[config.mk]
export PLATFORM = sky130hd
export DESIGN_NAME = noc_ni_tx
export DESIGN_NICKNAME = d
export VERILOG_FILES = /design/src/rtl/noc_ni_tx_pkg.sv /design/src/rtl/noc_flit_fmt.sv /design/src/rtl/noc_ni_tx.sv
export SDC_FILE = /design/constraint.sdc
export NUM_CORES = 1
export LEC_CHECK = 0
export CORE_AREA = 2 2 93 95
export DETAILED_ROUTE_END_ITERATION = 16
export DIE_AREA = 0 0 95 97
export GPL_ROUTABILITY_DRIVEN = 0
export PLACE_DENSITY = 0.79
export SETUP_SLACK_MARGIN = 0.15
export SLEW_MARGIN = 20
export SYNTH_ARGS = -nofsm -noshare
export SYNTH_HDL_FRONTEND = slang
export SYNTH_SLANG_ARGS = --single-unit
export TNS_END_PERCENT = 100
[constraint.sdc]
create_clock -name clk -period 2.9 [get_ports clk]
set_clock_uncertainty 0.1 [all_clocks]
set_input_delay 0.29 -clock clk [delete_from_list [all_inputs] [get_ports clk]]
set_output_delay 0.29 -clock clk [all_outputs]
set_load 0.05 [all_outputs]
[src/rtl/noc_ni_tx_pkg.sv]
// Shared definitions for the NoC transmit interface and router-side flit decode:
// flit geometry, field positions, flit ids and the packetiser state encoding.
package noc_ni_tx_pkg;

    localparam int NOC_DATA_WIDTH = 32;
    localparam int NOC_AXIS       = 4;

    // Field positions inside a 32-bit flit (bit 0 is always the parity bit)
    localparam int ID_W    = 3;
    localparam int ID_LSB  = 29;
    localparam int LEN_W   = 12;
    localparam int LEN_LSB = 17;
    localparam int DST_W   = 4;
    localparam int DST_LSB = 13;
    localparam int SRC_W   = 4;
    localparam int SRC_LSB = 9;
    localparam int SEQ_W   = 8;
    localparam int SEQ_LSB = 1;
    localparam int PAY_W   = 28;
    localparam int PAY_LSB = 1;
    localparam int PAR_BIT = 0;

    localparam logic [ID_W-1:0] FLIT_HEADER = 3'b001;
    localparam logic [ID_W-1:0] FLIT_BODY   = 3'b010;
    localparam logic [ID_W-1:0] FLIT_TAIL   = 3'b100;

    typedef enum logic [1:0] {
        ST_IDLE = 2'd0,
        ST_HDR  = 2'd1,
        ST_BODY = 2'd2
    } ni_state_t;

    // Parity bit that makes the popcount of the whole flit even
    function automatic logic even_parity(input logic [NOC_DATA_WIDTH-1:1] bits);
        return ^bits;
    endfunction

endpackage

[src/rtl/noc_flit_fmt.sv]
// Combinational flit formatter: places the id and either the header fields or
// the payload word into a flit and appends the even-parity bit.
module noc_flit_fmt
    import noc_ni_tx_pkg::*;
(
    input  logic [ID_W-1:0]           id,
    input  logic [LEN_W-1:0]          len,
    input  logic [DST_W-1:0]          dst,
    input  logic [SRC_W-1:0]          src,
    input  logic [SEQ_W-1:0]          seq,
    input  logic [PAY_W-1:0]          payload,
    output logic [NOC_DATA_WIDTH-1:0] flit
);

    // Everything above the parity bit
    logic [NOC_DATA_WIDTH-1:1] raw;

    // Pack header fields for a header flit, the payload word otherwise
    always_comb begin
        raw = '0;
        raw[ID_LSB +: ID_W] = id;
        if (id == FLIT_HEADER) begin
            raw[LEN_LSB +: LEN_W] = len;
            raw[DST_LSB +: DST_W] = dst;
            raw[SRC_LSB +: SRC_W] = src;
            raw[SEQ_LSB +: SEQ_W] = seq;
        end else begin
            raw[PAY_LSB +: PAY_W] = payload;
        end
    end

    assign flit = {raw, even_parity(raw)};

endmodule

[src/rtl/noc_ni_tx.sv]
// Local-port transmit network interface: turns a descriptor plus payload words
// into header/body/tail flits and writes them into the router Local FIFO,
// never issuing a flit at an edge where the router withholds CTS.
module noc_ni_tx
    import noc_ni_tx_pkg::*;
#(
    parameter int DATA_WIDTH = NOC_DATA_WIDTH,
    parameter int AXIS       = NOC_AXIS
) (
    input  logic                  clk,
    input  logic                  rst,
    input  logic [AXIS-1:0]       cur_addr,
    input  logic                  pkt_valid,
    output logic                  pkt_ready,
    input  logic [AXIS-1:0]       pkt_dst,
    input  logic [LEN_W-1:0]      pkt_len,
    input  logic                  word_valid,
    output logic                  word_ready,
    input  logic [PAY_W-1:0]      word_data,
    output logic                  pkt_err,
    output logic [DATA_WIDTH-1:0] tx_data,
    output logic                  tx_rts,
    input  logic                  tx_cts
);

    ni_state_t             state_q, state_d;
    logic [AXIS-1:0]       dst_q, dst_d;
    logic [LEN_W-1:0]      len_q, len_d;
    logic [LEN_W-1:0]      remaining_q, remaining_d;
    logic [SEQ_W-1:0]      seq_q, seq_d;
    logic [DATA_WIDTH-1:0] tx_data_q, tx_data_d;
    logic                  tx_rts_q, tx_rts_d;
    logic                  pkt_err_q, pkt_err_d;

    logic [ID_W-1:0]       fmt_id;
    logic [DATA_WIDTH-1:0] fmt_flit;

    // The last remaining flit of the packet is the tail
    assign fmt_id = (state_q == ST_HDR)      ? FLIT_HEADER :
                    (remaining_q == 12'd1)   ? FLIT_TAIL   : FLIT_BODY;

    noc_flit_fmt u_fmt (
        .id      (fmt_id),
        .len     (len_q),
        .dst     (dst_q),
        .src     (cur_addr),
        .seq     (seq_q),
        .payload (word_data),
        .flit    (fmt_flit)
    );

    assign pkt_ready  = (state_q == ST_IDLE);
    assign word_ready = (state_q == ST_BODY) && tx_cts;
    assign pkt_err    = pkt_err_q;
    assign tx_data    = tx_data_q;
    assign tx_rts     = tx_rts_q;

    // Next-state and flit-issue decisions; strobe and error are single-cycle pulses
    always_comb begin
        state_d     = state_q;
        dst_d       = dst_q;
        len_d       = len_q;
        remaining_d = remaining_q;
        seq_d       = seq_q;
        tx_data_d   = tx_data_q;
        tx_rts_d    = 1'b0;
        pkt_err_d   = 1'b0;
        case (state_q)
            ST_IDLE: begin
                if (pkt_valid) begin
                    dst_d = pkt_dst;
                    len_d = pkt_len;
                    if (pkt_len < 12'd2) begin
                        pkt_err_d = 1'b1;
                    end else begin
                        remaining_d = pkt_len - 12'd1;
                        state_d     = ST_HDR;
                    end
                end
            end
            ST_HDR: begin
                if (tx_cts) begin
                    tx_data_d = fmt_flit;
                    tx_rts_d  = 1'b1;
                    seq_d     = seq_q + 8'd1;
                    state_d   = ST_BODY;
                end
            end
            ST_BODY: begin
                if (tx_cts && word_valid) begin
                    tx_data_d   = fmt_flit;
                    tx_rts_d    = 1'b1;
                    remaining_d = remaining_q - 12'd1;
                    if (remaining_q == 12'd1) begin
                        state_d = ST_IDLE;
                    end
                end
            end
            default: begin
                state_d = ST_IDLE;
            end
        endcase
    end

    // State and output registers; reset abandons any packet in flight
    always_ff @(posedge clk or negedge rst) begin
        if (!rst) begin
            state_q     <= ST_IDLE;
            dst_q       <= '0;
            len_q       <= '0;
            remaining_q <= '0;
            seq_q       <= '0;
            tx_data_q   <= '0;
            tx_rts_q    <= 1'b0;
            pkt_err_q   <= 1'b0;
        end else begin
            state_q     <= state_d;
            dst_q       <= dst_d;
            len_q       <= len_d;
            remaining_q <= remaining_d;
            seq_q       <= seq_d;
            tx_data_q   <= tx_data_d;
            tx_rts_q    <= tx_rts_d;
            pkt_err_q   <= pkt_err_d;
        end
    end

endmodule

# ---- Word-level counts from Yosys, hierarchy flattened
# Cells that the tools add are included.
dict set report op_classes {
  n_lt_le_gt_ge 1
  n_reduce_logical 11
  addsub 3
  eq_ne 9
  muxes 22
}
# operator count
set op_table {}
lappend op_table {{32-bit two-way mux} 2}
lappend op_table {{32-bit one-hot mux with 2 select lines} 1}
lappend op_table {{12-bit two-way mux} 3}
lappend op_table {{31-bit XOR reduction} 1}
lappend op_table {{28-bit two-way mux} 1}
lappend op_table {{12-bit one-hot mux with 2 select lines} 1}
lappend op_table {{12-bit by 1-bit subtractor with 12-bit output (second input constant)} 2}
lappend op_table {{12-bit by 1-bit equality test with 1-bit output (second input constant)} 1}
lappend op_table {{12-bit by 2-bit less-than comparator with 1-bit output (second input constant)} 1}
lappend op_table {{2-bit two-way mux} 5}
lappend op_table {{8-bit by 1-bit adder with 8-bit output (second input constant)} 1}
lappend op_table {{2-bit inequality test (second input constant)} 4}
lappend op_table {{3-bit two-way mux} 2}
lappend op_table {{2-bit one-hot mux with 3 select lines} 1}
lappend op_table {{1-bit two-way mux} 5}
lappend op_table {{5-bit AND reduction} 1}
lappend op_table {{2-bit AND reduction} 2}
lappend op_table {{4-bit AND reduction} 1}
lappend op_table {{2-bit nonzero test} 2}
lappend op_table {{3-bit by 1-bit equality test with 1-bit output (second input constant)} 1}
lappend op_table {{3-bit AND reduction} 1}
lappend op_table {{2-bit by 1-bit equality test with 1-bit output (second input constant)} 1}
lappend op_table {{2-bit equality test (second input constant)} 1}
lappend op_table {{1-bit logical AND} 2}
lappend op_table {{3 further kinds} 3}
dict set report word_totals {
  output_inout_bits 36
  regBits 72
  wordCells 54
}

# ---- Logic depth before layout (Yosys ltp)
# Gate-level depths: netlist of the first run.
dict set report depth {
  ltp_word 8
  mapped_depth 10
  depth_no_buf 7
}

# ---- By module
# From an unflattened synthesis of the first run, not the netlist that was laid out.
dict set report unflattened {
  cells_unflattened 404
  area_unflattened_um2 4474.3
}
# mod area_each_um2 n_inst cells_each seq_area_each_um2
set modules_own_cells {}
lappend modules_own_cells {noc_ni_tx 3557.2 1 309 1801.7}
lappend modules_own_cells {noc_flit_fmt 917.1 1 95 0.0}

# ---- Worst setup path after synthesis of the first run
# Ideal clock, no wire load.
dict set report synth_timing {
  path_type {register to register}
  from {register state_q[0]}
  to {register dst_q[0]}
  period_less_slack_ns 2.234
  path_stages_with_launch 7
  t_arrival_ns 2.009
  required_time_ns 2.675
  setup_ns 0.125
  n_path_buf 2
  setup_slack_ns 0.666
  path_cell_list {dfrtp_1 > inv_1 > ha_1 > nand2_1 > clkbuf_1 > clkbuf_1 > mux2_2}
}
dict set report synth_via {
  elab_chain_len 2
}
# item line_no
set synth_rtl {}
lappend synth_rtl {{start: declaration} noc_ni_tx.sv:26} ;# ni_state_t state_q, state_d;
lappend synth_rtl {{start signal: assignment} noc_ni_tx.sv:117} ;# state_q <= state_d;
lappend synth_rtl {{2-bit zero test} --}
lappend synth_rtl {{via pkt_ready} noc_ni_tx.sv:14} ;# output logic pkt_ready,
lappend synth_rtl {{2-bit AND reduction (no source line)} --}
lappend synth_rtl {{end signal: assignment} noc_ni_tx.sv:118} ;# dst_q <= dst_d;
lappend synth_rtl {{end: declaration} noc_ni_tx.sv:27} ;# logic [AXIS-1:0] dst_q, dst_d;
# The timed path passes the listed nets, and every way through them passes these cells.
# A chain may end at the register's enable or synchronous reset.

# ---- Worst setup path in the final report of the first run
dict set report layout_timing {
  from {register state_q[0]}
  to {output pkt_ready}
}
dict set report layout_via {
  elab_chain_len 1
}
# item line_no
set layout_rtl {}
lappend layout_rtl {{2-bit zero test} noc_ni_tx.sv:52} ;# assign pkt_ready = (state_q == ST_IDLE);
lappend layout_rtl {{end: declaration} noc_ni_tx.sv:14}
# Every way passes these cells.

==> results_dict.tcl, run 1 <==
set metrics [dict create \
    outcome "finished clean" \
    grt_pass1_vias 3213 \
    clk_path_buf_depth 2 \
    ir_worst_vdd_mv 0.552 \
    slew_headroom_pct 40.5 \
    n_antenna_cell 0 \
    vias 3293 \
    grt_max_degree 73 \
    crit_type "reg2out" \
    static-leakage-power_nw 2.25 \
    drive_gt1_share_pct 9.57 \
    wl_um 9140 \
    wl_per_cell_um 15.3 \
    die_area_um2 9220 \
    rr_startpoint "state_q[1]" \
    start_util_pct 50.5 \
    die_x_um 95 \
    cp_max_fo 6 \
    power_density_nw_per_um2 1240 \
    grt_antenna_before_repair 0 \
    report.final.setup_viol 0 \
    clock_latency_ps 340 \
    io_pins 89 \
    nets 547 \
    fillers 657 \
    max_freq_ghz 0.415 \
    grt_use_total_pct 21.1 \
    synth-edff-count 0 \
    syn_to_final_growth_pct 29.2 \
    dpl.hpwl_um 6730 \
    ys_warn_count 0 \
    netlist.area_leader.share_pct 43.9 \
    synth.distinct_cells 41 \
    synth_commonest_cells "dfrtp_1, nand2_1, mux2i_1" \
    crit_required_ps 2510 \
    fp.coreArea_um2 8130 \
    via_per_inst 5.53 \
    min_period_ps 2410 \
    ctsResizeCount 0 \
    drc 0 \
    root_buffer "clkbuf_8" \
    io_buffers 88 \
    cts_tree "done" \
    synth.net_count 464 \
    cts_setup_buffers 0 \
    hold_viol 0 \
    dr.pass1.iters 5 \
    place_ws_ps 459 \
    cts_sinks 72 \
    timing.final.ws_setup_ps 490 \
    syn_area_per_cell_um2 10.2 \
    synth_cells 403 \
    ys_async_sr_fraction_pct 100 \
    critPathArrivalTime_ps 2020 \
    synthFlopType "dfrtp_1" \
    startpoint_type "register" \
    cap_violations 0 \
    ctsHoldBuffers 0 \
    rows 33 \
    htreeDepth 3 \
    report.final.slew_viol_count 0 \
    worst_pin_slew_ps 892 \
    dp_cells 580 \
    synth_most_common_cell "dfrtp_1" \
    synth_area_leader_cell "dfrtp_1" \
    cts_made_buffers 9 \
    initialDrtViolationCount 132 \
    rsz0062_at_grt "false" \
    finalSetupTns_ps 0 \
    critPathLaunch "state_q[0]" \
    instances_no_fill 596 \
    ant_nets 0 \
    netlist_area_um2 4110 \
    die_h_um 97 \
    hp-class "in2async" \
    worst_setup_path_end_kind "output pin" \
    ys_top_cells_by_area "dfrtp_1, mux2i_1, xor2_1" \
    yosysSeqAreaShare_pct 43.9 \
    grt_pass1_wl_um 15400 \
    grt_overflow 0 \
    period_share_pct 83.1 \
    ys_ff_latch 72 \
    clk_pin_slew_ps 70 \
]
[per-stage QoR]
stage	cell area (µm²)	util, %	total power [mW]	hold WS, ps
floorplan	4110	-	4.68	-106
global placement	5060	62.2	5.53	360
detailed placement	5060	62.2	5.64	369
CTS	5300	65.2	6.62	81.8
global route	5300	65.2	7.04	140
finish	5300	65.2	6.58	54.1
[placed cells by master, fill, tap and decap left out, types with 3 or more instances in the layout]
master and count:
nor4_2 4, bufinv_16 3, xor2_1 33, nand4_1 3, nand3_1 9, nand2b_1 4, a21oi_1 11, nor2_1 19
nand2_1 49, xnor2_1 20, inv_1 8, mux2i_1 44, o21ai_1 7, mux2_2 15, clkbuf_8 10, and2_1 4
buf_4 5, o21ai_0 34, clkdlybuf4s50_1 86, a221oi_1 6, ha_1 7, dfrtp_1 72, nor3_1 6
[cell type report]
type                       count  area (µm²)  share of cell area [%]
tap                          105         131                    2.48
clock inverter                 5         104                    1.96
timing repair buffer          93         923                    17.4
inverter                       8        30.0                   0.566
multi-input combinational    302        2170                    41.0
sequential                    72        1800                    34.0
clock buffer                  11         141                    2.67
[state kept, by name, summed over array words and instances (netlist names)]
| name | count |
|---|---|
| dst_q | 4 |
| len_q | 12 |
| pkt_err | 1 |
| remaining_q | 12 |
| seq_q | 8 |
| state_q | 2 |
| tx_data | 32 |
| tx_rts | 1 |
[power by group]
group / leakage [nW] / internal, mW / switching (mW) / total [mW]
registers: 0.876 / 1.48 / 0.376 / 1.86
logic: 1.25 / 1.61 / 2.15 / 3.75
clock network: 0.124 / 0.596 / 0.371 / 0.966
total: 2.25 / 3.69 / 2.89 / 6.58
[worst paths after layout]
kind / end / slack [ps] / cells after the start
setup / recovery: pkt_ready / 490 / 3
hold / removal: tx_data[4] / 50 / 2
setup reg to reg: tx_data[0] / 530 / 8
hold reg to reg: tx_data[7] / 380 / 2
max in group asynchronous: remaining_q[4] / 2070 / 2
min in group clk: tx_data[7] / 380 / 2
[cell families (layout without fill, tap and decap cells)]
logic type	count (synthesis)	count (layout)	share of synthesized area, %
AOI/OAI and AO/OA	68	68	9.45
xor gates and xnor gates	55	55	12.4
adders and majority gates	8	8	2.44
buffers and inverters	29	117	3.38
DFF	72	72	43.9
muxes	60	60	15.2
and+or+nand+nor	111	111	13.2
[worst max-delay path: stages (launching register included)]
cell             delay [ps]
dfrtp_1                 400
inv_1                   120
ha_1                    300
clkdlybuf4s50_1         860
[metal layers]
layer | wire, µm | track usage (%) | up-vias
li1 | - | - | 1572
met5 | 0 | 0 | -
met3 | 576 | 3.82 | 17
met4 | 233 | 8.03 | 0
met2 | 4190 | 32.2 | 107
met1 | 4140 | 29.9 | 1597
Power figures use the tool's default switching activity.
==> run 2: changes to the inputs <==
clock period = 2.3 ns   (was 2.9 ns; I/O delays follow)
==> results_dict.tcl, run 2 (synthesis results as in run 1) <==
set metrics [dict create \
    max_stage_delay_ps 410 \
    cp.depth 8 \
    ir_worst_vdd_mv 0.667 \
    io_buffers 88 \
    clkPwrFrac_pct 12.7 \
    clock_latency_ps 360 \
    worst_pin_slew_ps 571 \
    dr.pass1.iters 5 \
    nets 571 \
    cap_violations 0 \
    period_share_pct 94.1 \
    dpl.hpwl_um 7200 \
    die_area_um2 9220 \
    timing.final.ws_setup_ps 135 \
    grt_use_total_pct 22.7 \
    static-leakage-power_nw 2.39 \
    die_h_um 97 \
    reg2reg_slack_ps 140 \
    cts_made_buffers 9 \
    drc 0 \
    grt_antenna_before_repair 0 \
    crit_required_ps 2430 \
    p_seq_share_pct 26.9 \
    drive_gt1_share_pct 15.7 \
    final_cell_mix "clkdlybuf4s50_1, dfrtp_1, nand2_1, mux2i_1, o21ai_0" \
    n_antenna_cell 0 \
    seq_area_um2 1800 \
    use_met1_pct 29.4 \
    place_ws_ps -10.1 \
    grt_overflow 0 \
    crit_path_frequent_cell "xnor3_1" \
    r2r_end "tx_data[0]" \
    die_x_um 95 \
    initialDrtViolationCount 124 \
    startpoint_type "register" \
    largest_reg_flops 32 \
    p_switching_mw 3.85 \
    max_freq_ghz 0.462 \
    start_util_pct 50.5 \
    p_int_mw 4.90 \
    critPathLaunch "state_q[1]" \
    crit_end "tx_data[0]" \
    report.final.setup_viol 0 \
    cp_cell_sequence "inv_2 -> ha_4 -> buf_12 -> mux2i_2 -> xnor2_1 -> xnor3_1 -> xnor3_1 -> o21ai_1" \
    slew_headroom_pct 61.8 \
    path_delay_family "XOR/XNOR gates" \
    cp_max_fo 6 \
    rsz0062_at_grt "true" \
    grt_max_degree 73 \
    wl_per_cell_um 16.3 \
    grt_pass1_wl_um 16300 \
    rows 33 \
    syn_to_final_growth_pct 36.8 \
    cts_sinks 72 \
    grt_pass1_vias 3413 \
    io_pins 89 \
    final_common_cell "clkdlybuf4s50_1" \
    outcome "finished clean" \
    hold_viol 0 \
    crit_type "reg2reg" \
    busiest_layer "met2" \
    fin_area_um2 5610 \
    min_period_ps 2160 \
    worst_setup_path_end_kind "register" \
    slowest_stage "dfrtp_1" \
    swShare_pct 44.0 \
    root_buffer "clkbuf_8" \
    wl_um 10100 \
    clk_path_buf_depth 2 \
    htreeDepth 3 \
    power_density_nw_per_um2 1560 \
    report.final.slew_viol_count 0 \
    use_met2_pct 37.3 \
    fp.coreArea_um2 8130 \
    fillers 602 \
    critPathArrivalTime_ps 2300 \
    via_per_inst 5.44 \
    reg2reg_depth 8 \
    hp-class "in2async" \
    cts_tree "done" \
    multi_input_area_um2 2250 \
    place_area_um2 5220 \
    clk_pin_slew_ps 70 \
    ant_nets 0 \
    grt_util_met3_pct 3.97 \
    vias 3373 \
    rr_startpoint "state_q[1]" \
    power_frac_comb_pct 60.4 \
    critPathBufInv 2 \
]
## run 2: cell types whose count changed in the layout (fill, tap and decap cells not counted), moves of 2 or more
cell,previous run,this run
mux2i_2,0,5
buf_4,5,23
buf_12,1,4
mux2i_1,44,38
clkbuf_1,1,3
## run 2: power groups by stage
stage	clock [mW]	combinational, mW	sequential [mW]
6_report	1.11	5.28	2.36
2_1_floorplan	0	2.75	3.17
3_5_place_dp	0	4.94	2.36
3_3_place_gp	0	4.79	2.32
5_1_grt	1.18	5.67	2.44
4_1_cts	1.13	5.08	2.35
## run 2: how the worst min path moves through the flow
stage                       to  slack, ps  cells after the start
floorplan             dst_q[0]       -170                      0
global placement    tx_data[4]        190                      2
detailed placement    seq_q[4]        190                      2
CTS                   seq_q[4]        340                      3
global route        tx_data[5]        380                      3
finish                seq_q[4]        310                      3
## run 2: cell type report
class / count / area share [%]
multi-input cells: 302 / 40.1
flip-flops and latches: 72 / 32.1
repair buffers: 117 / 21.2
clock buffers: 13 / 2.65
well taps: 105 / 2.34
clock inverters: 3 / 1.16
inverters: 8 / 0.535
## run 2: stage by stage
step	total power, mW	utilization (%)	hold WS [ps]	TNS, ps	instances
2_1_floorplan	5.91	-	-166	0	403
3_3_place_gp	7.11	64.2	189	0	597
3_5_place_dp	7.29	64.2	189	-10.1	597
4_1_cts	8.55	67.8	343	0	617
5_1_grt	9.30	69.0	382	0	620
6_report	8.75	69.0	314	0	620
## run 2: what timing repair did
| item | 4_1_cts | 5_1_grt |
|---|---|---|
| pin swaps | 1 | 4 |
| buffers inserted | 2 | 2 |
| endpoints found under the setup margin | 2 | 15 |
| resized for setup | 4 | 12 |
| hold buffers | 1 | 0 |
| hold endpoints to repair | 72 | 0 |
| cloned | 1 | 1 |
## run 2: metal layers
metal | vias to the layer above | wire (µm)
met3 | 15 | 535
met4 | 0 | 193
met5 | - | 0
li1 | 1611 | -
met1 | 1644 | 4440
met2 | 103 | 4910
## run 2: worst register-to-register path, stage by stage (launching register included)
cell and delay, ps:
dfrtp_1 410, inv_2 80, ha_4 200, buf_12 150, mux2i_2 290, xnor2_1 180, xnor3_1 360, xnor3_1 210
o21ai_1 60
